==> src/rtl/fp_mult_host_if_if.sv <==
// Bus bundle for fp_mult_host_if.
// Groups the host-side operand/result handshakes and the byte-serial
// fp_mult core connection so the sequencer sees them as one port.
//   IN_VALID/IN_READY/OP_A/OP_B      : operand pair handshake (into sequencer)
//   OUT_VALID/OUT_READY/RESULT/ERR   : product handshake (out of sequencer)
//   MULT_RESET/MULT_ENABLE/MULT_DATA : drive to the core
//   MULT_DATA_OUT/MULT_READY         : response from the core
// slave  : the sequencer's view.
// master : the surrounding environment (host plus core).
interface fp_mult_host_if_if;
  logic        IN_VALID;
  logic        IN_READY;
  logic [63:0] OP_A;
  logic [63:0] OP_B;
  logic        OUT_VALID;
  logic        OUT_READY;
  logic [63:0] RESULT;
  logic        ERR;
  logic        MULT_RESET;
  logic        MULT_ENABLE;
  logic [7:0]  MULT_DATA;
  logic [7:0]  MULT_DATA_OUT;
  logic        MULT_READY;

  modport master (
    output IN_VALID, OP_A, OP_B, OUT_READY, MULT_DATA_OUT, MULT_READY,
    input  IN_READY, OUT_VALID, RESULT, ERR, MULT_RESET, MULT_ENABLE, MULT_DATA
  );

  modport slave (
    input  IN_VALID, OP_A, OP_B, OUT_READY, MULT_DATA_OUT, MULT_READY,
    output IN_READY, OUT_VALID, RESULT, ERR, MULT_RESET, MULT_ENABLE, MULT_DATA
  );
endinterface

==> src/rtl/fp_mult_host_if.sv <==
// Host-side sequencer for the byte-serial fp_mult core.
// Accepts a pair of IEEE-754 doubles, pulses the core reset for one cycle,
// streams the 16 operand bytes (A then B, MSB first), waits for the core to
// answer, reassembles its 8 result bytes (first byte in [63:56]) and presents
// the product on an output handshake.  A watchdog substitutes a quiet NaN
// with ERR=1 if the core never answers or its burst ends early.
// Ports:
//   CLK     : rising-edge clock
//   RESET_N : asynchronous active-low reset (holds the core in reset too)
//   bus     : fp_mult_host_if_if.slave -- operand/result handshakes and core link
// Parameter:
//   TIMEOUT_CYCLES : cycles allowed in WAIT before giving up (1..255)
module fp_mult_host_if #(
  parameter int unsigned TIMEOUT_CYCLES = 31
) (
  input logic              CLK,
  input logic              RESET_N,
  fp_mult_host_if_if.slave bus
);

  localparam logic [63:0] QNAN        = 64'h7FF8_0000_0000_0000;
  localparam logic [7:0]  TIMEOUT_LIM = 8'(TIMEOUT_CYCLES);

  typedef enum logic [2:0] {
    S_IDLE,
    S_CLR,
    S_FEED,
    S_WAIT,
    S_COLLECT,
    S_HOLD
  } state_t;

  state_t       state;
  logic [127:0] feed_sr;   // {A, B}; top byte is the next one to send
  logic [3:0]   byte_cnt;  // bytes sent in FEED / bytes collected in COLLECT
  logic [7:0]   wait_cnt;

  always_ff @(posedge CLK or negedge RESET_N) begin
    if (!RESET_N) begin
      state           <= S_IDLE;
      feed_sr         <= '0;
      byte_cnt        <= '0;
      wait_cnt        <= '0;
      bus.IN_READY    <= 1'b0;
      bus.OUT_VALID   <= 1'b0;
      bus.RESULT      <= '0;
      bus.ERR         <= 1'b0;
      bus.MULT_RESET  <= 1'b1;
      bus.MULT_ENABLE <= 1'b0;
      bus.MULT_DATA   <= '0;
    end else begin
      case (state)
        // Wait for an operand pair; IN_READY is only ever high here.
        S_IDLE: begin
          bus.MULT_RESET <= 1'b0;
          bus.IN_READY   <= 1'b1;
          if (bus.IN_VALID && bus.IN_READY) begin
            feed_sr        <= {bus.OP_A, bus.OP_B};
            bus.ERR        <= 1'b0;
            bus.IN_READY   <= 1'b0;
            bus.MULT_RESET <= 1'b1;
            state          <= S_CLR;
          end
        end

        // One-cycle core clear; the first operand byte goes out as it ends.
        S_CLR: begin
          bus.MULT_RESET  <= 1'b0;
          bus.MULT_ENABLE <= 1'b1;
          bus.MULT_DATA   <= feed_sr[127:120];
          feed_sr         <= {feed_sr[119:0], 8'h00};
          byte_cnt        <= 4'd0;
          state           <= S_FEED;
        end

        // byte_cnt is the index of the byte currently on MULT_DATA.
        S_FEED: begin
          if (byte_cnt == 4'd15) begin
            bus.MULT_ENABLE <= 1'b0;
            bus.MULT_DATA   <= '0;
            wait_cnt        <= '0;
            state           <= S_WAIT;
          end else begin
            bus.MULT_DATA <= feed_sr[127:120];
            feed_sr       <= {feed_sr[119:0], 8'h00};
            byte_cnt      <= byte_cnt + 4'd1;
          end
        end

        // The cycle READY is first seen already carries result byte 0.
        S_WAIT: begin
          if (bus.MULT_READY) begin
            bus.RESULT <= {bus.RESULT[55:0], bus.MULT_DATA_OUT};
            byte_cnt   <= 4'd1;
            state      <= S_COLLECT;
          end else if (wait_cnt == TIMEOUT_LIM) begin
            bus.RESULT    <= QNAN;
            bus.ERR       <= 1'b1;
            bus.OUT_VALID <= 1'b1;
            state         <= S_HOLD;
          end else begin
            wait_cnt <= wait_cnt + 8'd1;
          end
        end

        // READY must stay high for the whole burst; a gap means a short burst.
        S_COLLECT: begin
          if (bus.MULT_READY) begin
            bus.RESULT <= {bus.RESULT[55:0], bus.MULT_DATA_OUT};
            if (byte_cnt == 4'd7) begin
              bus.ERR       <= 1'b0;
              bus.OUT_VALID <= 1'b1;
              state         <= S_HOLD;
            end else begin
              byte_cnt <= byte_cnt + 4'd1;
            end
          end else begin
            bus.RESULT    <= QNAN;
            bus.ERR       <= 1'b1;
            bus.OUT_VALID <= 1'b1;
            state         <= S_HOLD;
          end
        end

        // Result held until taken; IN_READY returns the cycle after.
        S_HOLD: begin
          if (bus.OUT_VALID && bus.OUT_READY) begin
            bus.OUT_VALID <= 1'b0;
            bus.IN_READY  <= 1'b1;
            state         <= S_IDLE;
          end
        end

        default: state <= S_IDLE;
      endcase
    end
  end

endmodule
==> src/flat_wrapper.sv <==
// flat-port wrapper written by rule: the top's interface ports become plain ports
module fp_mult_host_if_flat 
#(
  parameter int unsigned TIMEOUT_CYCLES = 31
)
  (CLK, RESET_N, bus_IN_VALID, bus_OP_A, bus_OP_B, bus_OUT_READY, bus_MULT_DATA_OUT, bus_MULT_READY, bus_IN_READY, bus_OUT_VALID, bus_RESULT, bus_ERR, bus_MULT_RESET, bus_MULT_ENABLE, bus_MULT_DATA);
  fp_mult_host_if_if bus_i ();
  input logic CLK;
  input logic RESET_N;
  input wire logic [$bits(bus_i.IN_VALID)-1:0] bus_IN_VALID;
  input wire logic [$bits(bus_i.OP_A)-1:0] bus_OP_A;
  input wire logic [$bits(bus_i.OP_B)-1:0] bus_OP_B;
  input wire logic [$bits(bus_i.OUT_READY)-1:0] bus_OUT_READY;
  input wire logic [$bits(bus_i.MULT_DATA_OUT)-1:0] bus_MULT_DATA_OUT;
  input wire logic [$bits(bus_i.MULT_READY)-1:0] bus_MULT_READY;
  output wire logic [$bits(bus_i.IN_READY)-1:0] bus_IN_READY;
  output wire logic [$bits(bus_i.OUT_VALID)-1:0] bus_OUT_VALID;
  output wire logic [$bits(bus_i.RESULT)-1:0] bus_RESULT;
  output wire logic [$bits(bus_i.ERR)-1:0] bus_ERR;
  output wire logic [$bits(bus_i.MULT_RESET)-1:0] bus_MULT_RESET;
  output wire logic [$bits(bus_i.MULT_ENABLE)-1:0] bus_MULT_ENABLE;
  output wire logic [$bits(bus_i.MULT_DATA)-1:0] bus_MULT_DATA;
  assign bus_i.IN_VALID = bus_IN_VALID;
  assign bus_i.OP_A = bus_OP_A;
  assign bus_i.OP_B = bus_OP_B;
  assign bus_i.OUT_READY = bus_OUT_READY;
  assign bus_i.MULT_DATA_OUT = bus_MULT_DATA_OUT;
  assign bus_i.MULT_READY = bus_MULT_READY;
  assign bus_IN_READY = bus_i.IN_READY;
  assign bus_OUT_VALID = bus_i.OUT_VALID;
  assign bus_RESULT = bus_i.RESULT;
  assign bus_ERR = bus_i.ERR;
  assign bus_MULT_RESET = bus_i.MULT_RESET;
  assign bus_MULT_ENABLE = bus_i.MULT_ENABLE;
  assign bus_MULT_DATA = bus_i.MULT_DATA;
  fp_mult_host_if #(.TIMEOUT_CYCLES(TIMEOUT_CYCLES)) u_core (.CLK(CLK), .RESET_N(RESET_N), .bus(bus_i));
endmodule
==> config.mk <==
export PLATFORM = sky130hd
export DESIGN_NAME = fp_mult_host_if_flat
export DESIGN_NICKNAME = d
export VERILOG_FILES = /design/src/rtl/fp_mult_host_if_if.sv /design/src/rtl/fp_mult_host_if.sv /design/src/flat_wrapper.sv
export SDC_FILE = /design/constraint.sdc
export NUM_CORES = 1
export LEC_CHECK = 0
export BUFFER_PORTS_ARGS = -buffer_cell sky130_fd_sc_hd__buf_2
export CAP_MARGIN = 15
export CORE_MARGIN = 4
export CORE_UTILIZATION = 51
export DETAILED_ROUTE_END_ITERATION = 7
export HOLD_SLACK_MARGIN = 0.06
export PLACE_DENSITY = 0.86
export SLEW_MARGIN = 20
export SYNTH_ARGS = -nofsm -noshare
export SYNTH_HDL_FRONTEND = slang
export SYNTH_SLANG_ARGS = --single-unit
==> constraint.sdc <==
create_clock -name CLK -period 6.15 [get_ports CLK]
set_clock_uncertainty 0.1 [all_clocks]
set_input_delay 1.845 -clock CLK [delete_from_list [all_inputs] [get_ports CLK]]
set_output_delay 1.845 -clock CLK [all_outputs]
set_load 0.005 [all_outputs]
==> run_results.csv, run 1 <==
group,metric,value,unit
status,outcome,"completed",
synth,synthCells,869,
synth,synth_edf_count,0,
timing,setup_ws,2.58,ns
setup_path,crit_chain,"buf_2, a211oi_1, a2111o_2, buf_12, o21ai_0",
clock_network,numCtsBuffers,24,
min_path,hold_path_class,"flip-flop to flip-flop",
setup_path,cp-end-kind,"flip-flop",
synth,synth_top_area_share,57.2,%
clock_network,cts_resized,0,
placement,dp.cells,1259,
clock_network,clk_latency,0.53,ns
pwr,ir_worst_vdd,0.698,mV
synth,synthMostInstantiatedCell,"dfrtp_1",
setup_path,rrSetupSlack,2.70,ns
timing,setup_tns,0,ns
min_path,hold_end,"u_core.feed_sr[91]$_DFFE_PN0P_",
placement,dp_slack,2.15,ns
min_path,whs_path_depth,2,
synth,synthArstFlopShare,100,%
setup_path,required,6.41,ns
timing,holdWs,0.376,ns
routing,postRouteAntennaNets,0,
routing,routed_via_density,5.51,
clock_network,cts_max_level,1,
synth,seq_area_frac_synth,57.5,%
floorplanning,dieHeight,145,um
cells_and_area,layout-drive-gt1-share,26.4,%
cells_and_area,syn_to_final_growth,20.6,%
synth,synthFlopType,"dfrtp_1",
routing,num_vias,7187,
synth,synth_area_leader_cell,"dfrtp_1",
cells_and_area,final_util,63.4,%
floorplanning,coreArea,18200,um2
clock_network,clk_pin_slew,0.06,ns
clock_network,post-cts-setup-buffer-count,0,
routing,routed_wl,22600,um
synth,synth_nets,1012,
global_route,grt_pass1_vias,7124,
timing,relSlewSlack,31.0,%
timing,hold_violations,0,
global_route,grt_max_degree,137,
floorplanning,die_width,145,um
routing,wl_per_cell,17.3,um
clock_network,ctsHoldBuffers,0,
routing,dr.pass1.iters,4,
setup_path,crit_family,"compound AO/OA/AOI/OAI gates",
timing,fin_crit,3.57,ns
timing,finalSetupViolCount,0,
floorplanning,start_util,52.6,%
routing,route.detailed.drc,0,
cells_and_area,final_cell_area,11500,um2
synth,ys_seq_elements,220,
run,cap_violations,0,
setup_path,arrival,3.84,ns
setup_path,reg2reg_to,"u_core.feed_sr[68]$_DFFE_PN0P_",
timing,tightestPinTransition,1.03,ns
floorplanning,rows,49,
placement,dpl_cell_area,10700,um2
setup_path,cpPeakStageDelay,0.79,ns
global_route,grt_first_pass_wirelength,36700,um
clock_network,numClockSinks,220,
timing,rsz0062_at_grt,"no",
clock_network,clockBufferDepth,3,
floorplanning,die_area,21000,um2
setup_path,r2r_start,"u_core.state[1]$_DFFE_PN0P_",
global_route,antenna_found_initial,6,
synth,synthTopCellsByCount,"dfrtp_1 (219), nand2_1 (164), mux2i_1 (122)",
clock_network,cts-root-buf,"clkbuf_16",
synth,synth_cell_types,48,
synth,ys.warnings.count,0,
setup_path,path_max_fanout,122,
placement,hpwl,15300,um
setup_path,rr_worst_depth,5,
timing,fmax,0.280,GHz
cells_and_area,instances_no_fill,1305,
pwr,powerDensity,600,nW/um2
pwr,total_power,6.93,mW
global_route,grtUsageTotal,20.8,%
clock_network,tritoncts,"yes",
setup_path,cp-start-kind,"primary input",
cells_and_area,nNetsFinal,1200,
floorplanning,io_pins,218,
setup_path,path_buf_inv,2,
placement,gp_congestion,0.835,
min_path,hp-start,"u_core.feed_sr[91]$_DFFE_PN0P_",
synth,synth_area_leaders,"dfrtp_1 (57%), mux2i_1 (13%), nand2_1 (6.4%)",
timing,slew_violations,0,
synth,postSynthAreaPerCell,11.0,um2
global_route,grt_overflow,0,
setup_path,critical_path_class,"primary input to flip-flop",
pwr,leakage,5.87,nW
routing,first_iter_violations,410,
timing,period_share,58.1,%
setup_path,slowest_stage,"a2111o_2",
synth,synth_area,9580,um2
placement,portBuffers,217,
-- state kept, by name (all words and copies together), names as in the netlist, 3 cells and up --
register,count
u_core.bus.MULT_DATA,8
u_core.bus.RESULT,64
u_core.byte_cnt,4
u_core.feed_sr,128
u_core.state,3
u_core.wait_cnt,8
-- kinds of logic after synthesis --
kind of cell,synth area share (%)
compound gates,16.3
xor+xnor,0.0915
fa+ha+maj,0.261
simple gates,9.07
mux,13.0
flops,57.5
buf+inv,3.79
-- cell usage in the layout, fill, tap and decap left out, types with 13 or more instances in the layout --
cell and count:
dfrtp_1 219, a22o_1 53, nand2_1 164, mux2i_1 122
o21ai_1 40, o22a_1 13, buf_2 216, clkbuf_16 24
o21ai_0 108, a21oi_1 18
-- power by group --
part | internal [mW] | switching [mW] | total (mW)
Sequential | 2.14 | 0.474 | 2.61
Clock | 0.823 | 0.608 | 1.43
Combinational | 1.31 | 1.59 | 2.89
Total | 4.26 | 2.67 | 6.93
-- final cells by class --
type	count	area (um2)
Timing Repair Buffer	226	1210
Clock inverter	16	173
Multi-Input combinational cell	581	3730
Inverter	4	15.0
Sequential cell	220	5510
Antenna cell	2	5.00
Clock buffer	27	622
Fill cell	1418	6660
Tap cell	229	287
-- tightest hold or removal path: cells and delay by family, from the launching register on --
kind,cells,cell delay [ns]
flops,1,0.34
compound gates,1,0.06
simple gates,1,0.05
-- worst max-delay path by stage --
stage,from,endpoint,cells past startpoint
2_1_floorplan,bus_MULT_READY,u_core.byte_cnt[0]$_DFFE_PN0P_,6
3_3_place_gp,bus_IN_VALID,u_core.feed_sr[48]$_DFFE_PN0P_,5
3_5_place_dp,bus_IN_VALID,u_core.feed_sr[47]$_DFFE_PN0P_,5
4_1_cts,bus_IN_VALID,u_core.feed_sr[68]$_DFFE_PN0P_,5
5_1_grt,u_core.state[1]$_DFFE_PN0P_,u_core.feed_sr[68]$_DFFE_PN0P_,5
6_report,bus_IN_VALID,u_core.feed_sr[68]$_DFFE_PN0P_,5
-- metal layers --
metal | up-vias | track usage [%] | wire (um)
met5 | - | 0 | 60
met4 | 10 | 5.99 | 505
met3 | 54 | 5.80 | 1710
met2 | 217 | 34.4 | 11200
met1 | 3438 | 27.3 | 9130
li1 | 3468 | - | -
Power figures use the tool's default switching activity.
==> inputs of run 2 (changes only) <==
==> constraint.sdc (replaced) <==
create_clock -name CLK -period 3.6 [get_ports CLK]
set_clock_uncertainty 0.1 [all_clocks]
set_input_delay 1.08 -clock CLK [delete_from_list [all_inputs] [get_ports CLK]]
set_output_delay 1.08 -clock CLK [all_outputs]
set_load 0.005 [all_outputs]
==> run 2 against run 1 <==
Worst setup slack lost 1.6 ns. Hold slack gained 0.0028 ns. Count of clock-buffer cells in the layout grew 2. Largest cell class unchanged. Largest power group unchanged.
==> run_results.csv, run 2 (synthesized netlist as in run 1, its figures left out) <==
group,metric,value,unit
clock_network,ctsHoldBuffers,0,
placement,hpwl,15900,um
routing,first_iter_violations,469,
global_route,grt_overflow,0,
floorplanning,die_width,145,um
pwr,p_seq_share,37.4,%
setup_path,slowest_stage,"a2111o_2",
cells_and_area,top_regs,"u_core.feed_sr: 128 flops, u_core.bus.RESULT: 64 flops",
setup_path,crit_chain,"nand2b_2, nor3_2, buf_4, a2111o_2, buf_12, nand2_1, o21ai_0",
status,outcome,"completed",
clock_network,numCtsBuffers,24,
pwr,ir_worst_vdd,0.554,mV
global_route,grtUsageTotal,21.3,%
cells_and_area,largest_register_ffs,128,
cells_and_area,multi_input_area,3730,um2
timing,relSlewSlack,51.1,%
run,cap_violations,0,
setup_path,critical_path_class,"flip-flop to flip-flop",
cells_and_area,final_cell_area,11600,um2
setup_path,path_buf_inv,2,
routing,route.detailed.drc,0,
setup_path,required,3.89,ns
routing,wl_per_cell,17.3,um
pwr,leakage,5.93,nW
setup_path,cp-end-kind,"flip-flop",
setup_path,cp-start-kind,"flip-flop",
cells_and_area,final.fill_count,1377,
routing,postRouteAntennaNets,0,
clock_network,post-cts-setup-buffer-count,0,
setup_path,path_max_fanout,77,
min_path,hold_path_class,"flip-flop to flip-flop",
clock_network,numClockSinks,220,
setup_path,crit_family,"compound AO/OA/AOI/OAI gates",
setup_path,cpPeakStageDelay,0.70,ns
routing,routed_wl,22700,um
routing,dr.pass1.iters,5,
cells_and_area,layout.area.seq,5510,um2
floorplanning,die_area,21000,um2
timing,rsz0062_at_grt,"no",
placement,portBuffers,217,
placement,dpl_cell_area,10900,um2
cells_and_area,regMostFlops,"u_core.feed_sr",
routing,num_vias,7220,
pwr,p_comb_share,42.5,%
global_route,grt_pass1_vias,7231,
clock_network,clockBufferDepth,3,
global_route,antenna_found_initial,6,
cells_and_area,layout-drive-gt1-share,26.6,%
cells_and_area,nNetsFinal,1206,
floorplanning,io_pins,218,
floorplanning,start_util,52.6,%
floorplanning,rows,49,
timing,setup_tns,0,ns
pwr,powerDensity,1020,nW/um2
placement,gp_congestion,0.867,
floorplanning,coreArea,18200,um2
pwr,pwr-share-clk,20.1,%
clock_network,cts-root-buf,"clkbuf_16",
global_route,grt_first_pass_wirelength,37400,um
cells_and_area,syn_to_final_growth,21.4,%
routing,routed_via_density,5.51,
pwr,p_sw_share,38.3,%
setup_path,arrival,2.89,ns
timing,period_share,72.2,%
timing,tightestPinTransition,0.733,ns
pwr,internal_power,7.33,mW
timing,finalSetupViolCount,0,
clock_network,clk_pin_slew,0.06,ns
clock_network,cts_resized,0,
clock_network,clk_latency,0.52,ns
timing,fin_crit,2.60,ns
timing,fmax,0.385,GHz
timing,slew_violations,0,
cells_and_area,layout_commonest_cell,"dfrtp_1",
clock_network,tritoncts,"yes",
floorplanning,dieHeight,145,um
timing,hold_violations,0,
global_route,grt_max_degree,83,
pwr,switching_power,4.55,mW
clock_network,cts_max_level,1,
cells_and_area,mostFrequentLayoutCells,"dfrtp_1 (219), buf_2 (216), nand2_1 (164)",
## run 2: cell count changes in the layout (fill, tap and decap cells not counted)
cell / change
clkinv_8: +1
clkinvlp_4: -3
buf_12: +5
clkinv_2: +2
clkinv_4: -1
clkbuf_1: +2
buf_4: +1
clkinv_16: -1
## run 2: worst paths after layout
check | start | cells past startpoint | endpoint | slack (ns)
hold / removal | u_core.feed_sr[64]$_DFFE_PN0P_ | 2 | u_core.feed_sr[64]$_DFFE_PN0P_ | 0.38
setup reg to reg | u_core.state[2]$_DFFE_PN0P_ | 7 | u_core.feed_sr[77]$_DFFE_PN0P_ | 1.00
hold reg to reg | u_core.feed_sr[64]$_DFFE_PN0P_ | 2 | u_core.feed_sr[64]$_DFFE_PN0P_ | 0.38
max in group asynchronous | RESET_N | 2 | u_core.feed_sr[96]$_DFFE_PN0P_ | 2.16
setup / recovery | u_core.state[2]$_DFFE_PN0P_ | 7 | u_core.feed_sr[77]$_DFFE_PN0P_ | 1.00
min in group asynchronous | RESET_N | 1 | u_core.bus.RESULT[38]$_DFFE_PN0P_ | 0.43
## run 2: layer usage
metal	GRT usage, %	up-vias	routed length [um]
li1	-	3481	-
met1	28.2	3440	9240
met2	34.8	233	11000
met3	5.49	56	1780
met4	6.56	10	617
met5	0	-	61
## run 2: cell type report
class | count | share of cell area, %
antenna | 2 | 0.0430
inverter | 4 | 0.129
sequential | 220 | 47.3
tap | 229 | 2.46
clock buffer | 29 | 5.41
clock inverter | 14 | 1.18
timing repair buffer | 232 | 11.4
multi-input combinational | 581 | 32.1
## run 2: through the flow
step | hold slack, ns | setup slack (ns) | cells | total power, mW | util (%)
6_report | 0.379 | 1.00 | 1311 | 11.9 | 63.9
5_1_grt | 0.403 | 0.780 | 1310 | 12.8 | 63.9
4_1_cts | 0.383 | 1.01 | 1309 | 12.0 | 63.8
3_5_place_dp | 0.369 | 0.814 | 1266 | 9.55 | 59.6
3_3_place_gp | 0.360 | 0.872 | 1266 | 9.27 | 59.6
2_1_floorplan | 0.349 | 1.15 | 869 | 8.17 | -
## run 2: tightest hold or removal path: cells and delay by family (launching register included)
kind / cells / cell delay (ns)
compound gates: 1 / 0.06
flops: 1 / 0.34
simple gates: 1 / 0.04
## run 2: power groups by stage
stage	Clock [mW]	Combinational, mW	Sequential (mW)
floorplan	0	3.94	4.24
CTS	2.44	5.13	4.43
detailed placement	0	5.10	4.45
finish	2.39	5.06	4.44
global route	2.55	5.66	4.58
global placement	0	4.88	4.40
==> inputs of run 3 (changes only) <==
==> constraint.sdc (replaced) <==
create_clock -name CLK -period 2.4 [get_ports CLK]
set_clock_uncertainty 0.1 [all_clocks]
set_input_delay 0.72 -clock CLK [delete_from_list [all_inputs] [get_ports CLK]]
set_output_delay 0.72 -clock CLK [all_outputs]
set_load 0.005 [all_outputs]
==> run 3 against run 2 <==
Via count increased by 2.0%. Register-to-register slack got worse by 0.79 ns. Sequential cell count did not move. Combinational power grew 57%. Power rose by 56%. Critical path type unchanged. Largest cell class unchanged. Largest power group unchanged.
==> run_results.csv, run 3 (synthesized netlist as in run 1, its figures left out) <==
group,metric,value,unit
status,outcome,"completed",
cells_and_area,top_regs,"u_core.feed_sr: 128 flops, u_core.bus.RESULT: 64 flops",
routing,num_vias,7364,
placement,gp_congestion,0.850,
global_route,grt_pass1_vias,7339,
setup_path,rr_worst_depth,6,
global_route,use_met2,35.5,%
floorplanning,die_area,21000,um2
routing,postRouteAntennaNets,0,
routing,first_iter_violations,508,
min_path,hold_path_class,"primary input to asynchronous set/reset pin",
clock_network,numClockSinks,220,
run,cap_violations,0,
setup_path,arrival,2.48,ns
setup_path,path_depth,6,
routing,routed_wl,23500,um
placement,portBuffers,217,
setup_path,required,2.69,ns
clock_network,clk_pin_slew,0.06,ns
routing,route.detailed.drc,0,
cells_and_area,nNetsFinal,1215,
placement,dp.cells,1274,
global_route,grtUsageMet1,28.0,%
timing,period_share,91.1,%
floorplanning,coreArea,18200,um2
setup_path,path_max_fanout,82,
routing,dr.pass1.iters,5,
floorplanning,dieHeight,145,um
setup_path,path_buf_inv,1,
timing,setup_tns,0,ns
global_route,grt_max_degree,165,
clock_network,cts_max_level,1,
setup_path,cp-start-kind,"flip-flop",
cells_and_area,regMostFlops,"u_core.feed_sr",
cells_and_area,mostFrequentLayoutCells,"dfrtp_1 (219), buf_2 (216), nand2_1 (164)",
global_route,antenna_found_initial,6,
timing,finalSetupViolCount,0,
cells_and_area,layout_commonest_cell,"dfrtp_1",
pwr,leakage,6.03,nW
timing,fin_crit,2.19,ns
floorplanning,rows,49,
global_route,top_usage_layer,"met2",
floorplanning,io_pins,218,
setup_path,cpPeakStageDelay,0.55,ns
timing,holdWs,0.0698,ns
floorplanning,die_width,145,um
cells_and_area,instances_no_fill,1320,
timing,slew_violations,0,
cells_and_area,syn_to_final_growth,23.8,%
global_route,grt_first_pass_wirelength,37300,um
global_route,grtUsageTotal,21.2,%
clock_network,cts-root-buf,"clkbuf_16",
placement,hpwl,15900,um
clock_network,post-cts-setup-buffer-count,0,
cells_and_area,final_cell_area,11900,um2
timing,tightestPinTransition,0.637,ns
clock_network,numCtsBuffers,24,
setup_path,crit_chain,"ha_1, nand3_1, nor3_2, a2111o_2, buf_16, o21ai_0",
clock_network,clockBufferDepth,3,
setup_path,cp-end-kind,"flip-flop",
timing,relSlewSlack,57.4,%
timing,rsz0062_at_grt,"no",
routing,wl_per_cell,17.8,um
global_route,grtUsageMet3,5.05,%
cells_and_area,layout-drive-gt1-share,27.2,%
pwr,ir_worst_vdd,0.844,mV
routing,routed_via_density,5.58,
timing,fmax,0.457,GHz
setup_path,slowest_stage,"a2111o_2",
global_route,grt_overflow,0,
setup_path,critical_path_class,"flip-flop to flip-flop",
clock_network,clk_latency,0.51,ns
clock_network,tritoncts,"yes",
floorplanning,start_util,52.6,%
cells_and_area,largest_register_ffs,128,
setup_path,crit_family,"compound AO/OA/AOI/OAI gates",
placement,dpl_cell_area,11000,um2
timing,hold_violations,0,
pwr,powerDensity,1560,nW/um2
-- run 3: cell count changes in the layout (fill, tap and decap cells not counted), sizes merged --
cell      before  now
clkinvlp       1    2
buf          232  240
clkbuf        29   35
bufinv         2    4
clkinv        10    2
-- run 3: path summary, 6_finish.rpt --
check	start	endpoint	slack, ns
min in group CLK	bus_MULT_DATA_OUT[7]	u_core.bus.RESULT[7]$_DFFE_PN0P_	0.33
max	u_core.byte_cnt[0]$_DFFE_PN0P_	u_core.feed_sr[103]$_DFFE_PN0P_	0.21
min	RESET_N	u_core.bus.RESULT[62]$_DFFE_PN0P_	0.07
max reg2reg	u_core.byte_cnt[0]$_DFFE_PN0P_	u_core.feed_sr[103]$_DFFE_PN0P_	0.21
max in group asynchronous	RESET_N	u_core.feed_sr[12]$_DFFE_PN0P_	1.49
min reg2reg	u_core.feed_sr[83]$_DFFE_PN0P_	u_core.feed_sr[83]$_DFFE_PN0P_	0.38
-- run 3: final cells by class --
class                      count  area (um2)
timing repair buffer         241        1450
inverter                       4        15.0
sequential                   220        5510
clock inverter                 9         154
fill                        1336        6350
clock buffer                  34         709
antenna                        2        5.00
tap                          229         287
multi-input combinational    581        3730
-- run 3: report_power, final --
group / total, mW / switching, mW / internal [mW]
registers: 6.64 / 1.17 / 5.47
logic: 7.94 / 4.34 / 3.60
clock network: 3.96 / 1.47 / 2.49
-- run 3: repair_timing --
action                                  4_1_cts  5_1_grt
hold endpoints to repair                      0        0
endpoints found under the setup margin        0        1
resized for setup                             0        1
hold buffers                                  0        0
-- run 3: worst register-to-register path: cells and delay by family (launching register included) --
| kind | cells | cell delay, ns |
|---|---|---|
| buf+inv | 1 | 0.27 |
| flops | 1 | 0.41 |
| compound gates | 2 | 0.86 |
| fa+ha+maj | 1 | 0.25 |
| simple gates | 2 | 0.19 |
-- run 3: metal layers --
metal,wire length [um],vias up
li1,-,3492
met1,9640,3551
met2,11600,265
met3,1710,48
met4,496,8
met5,47,-
-- run 3: metrics by stage --
step	power (mW)	util (%)	setup slack [ns]
final	18.5	65.1	0.214
after CTS	18.5	64.9	0.153
after detailed placement	14.5	60.2	0.102
after global placement	14.0	60.2	0.191
after global routing	19.9	65.1	0.0702
after floorplan	12.3	-	0.311
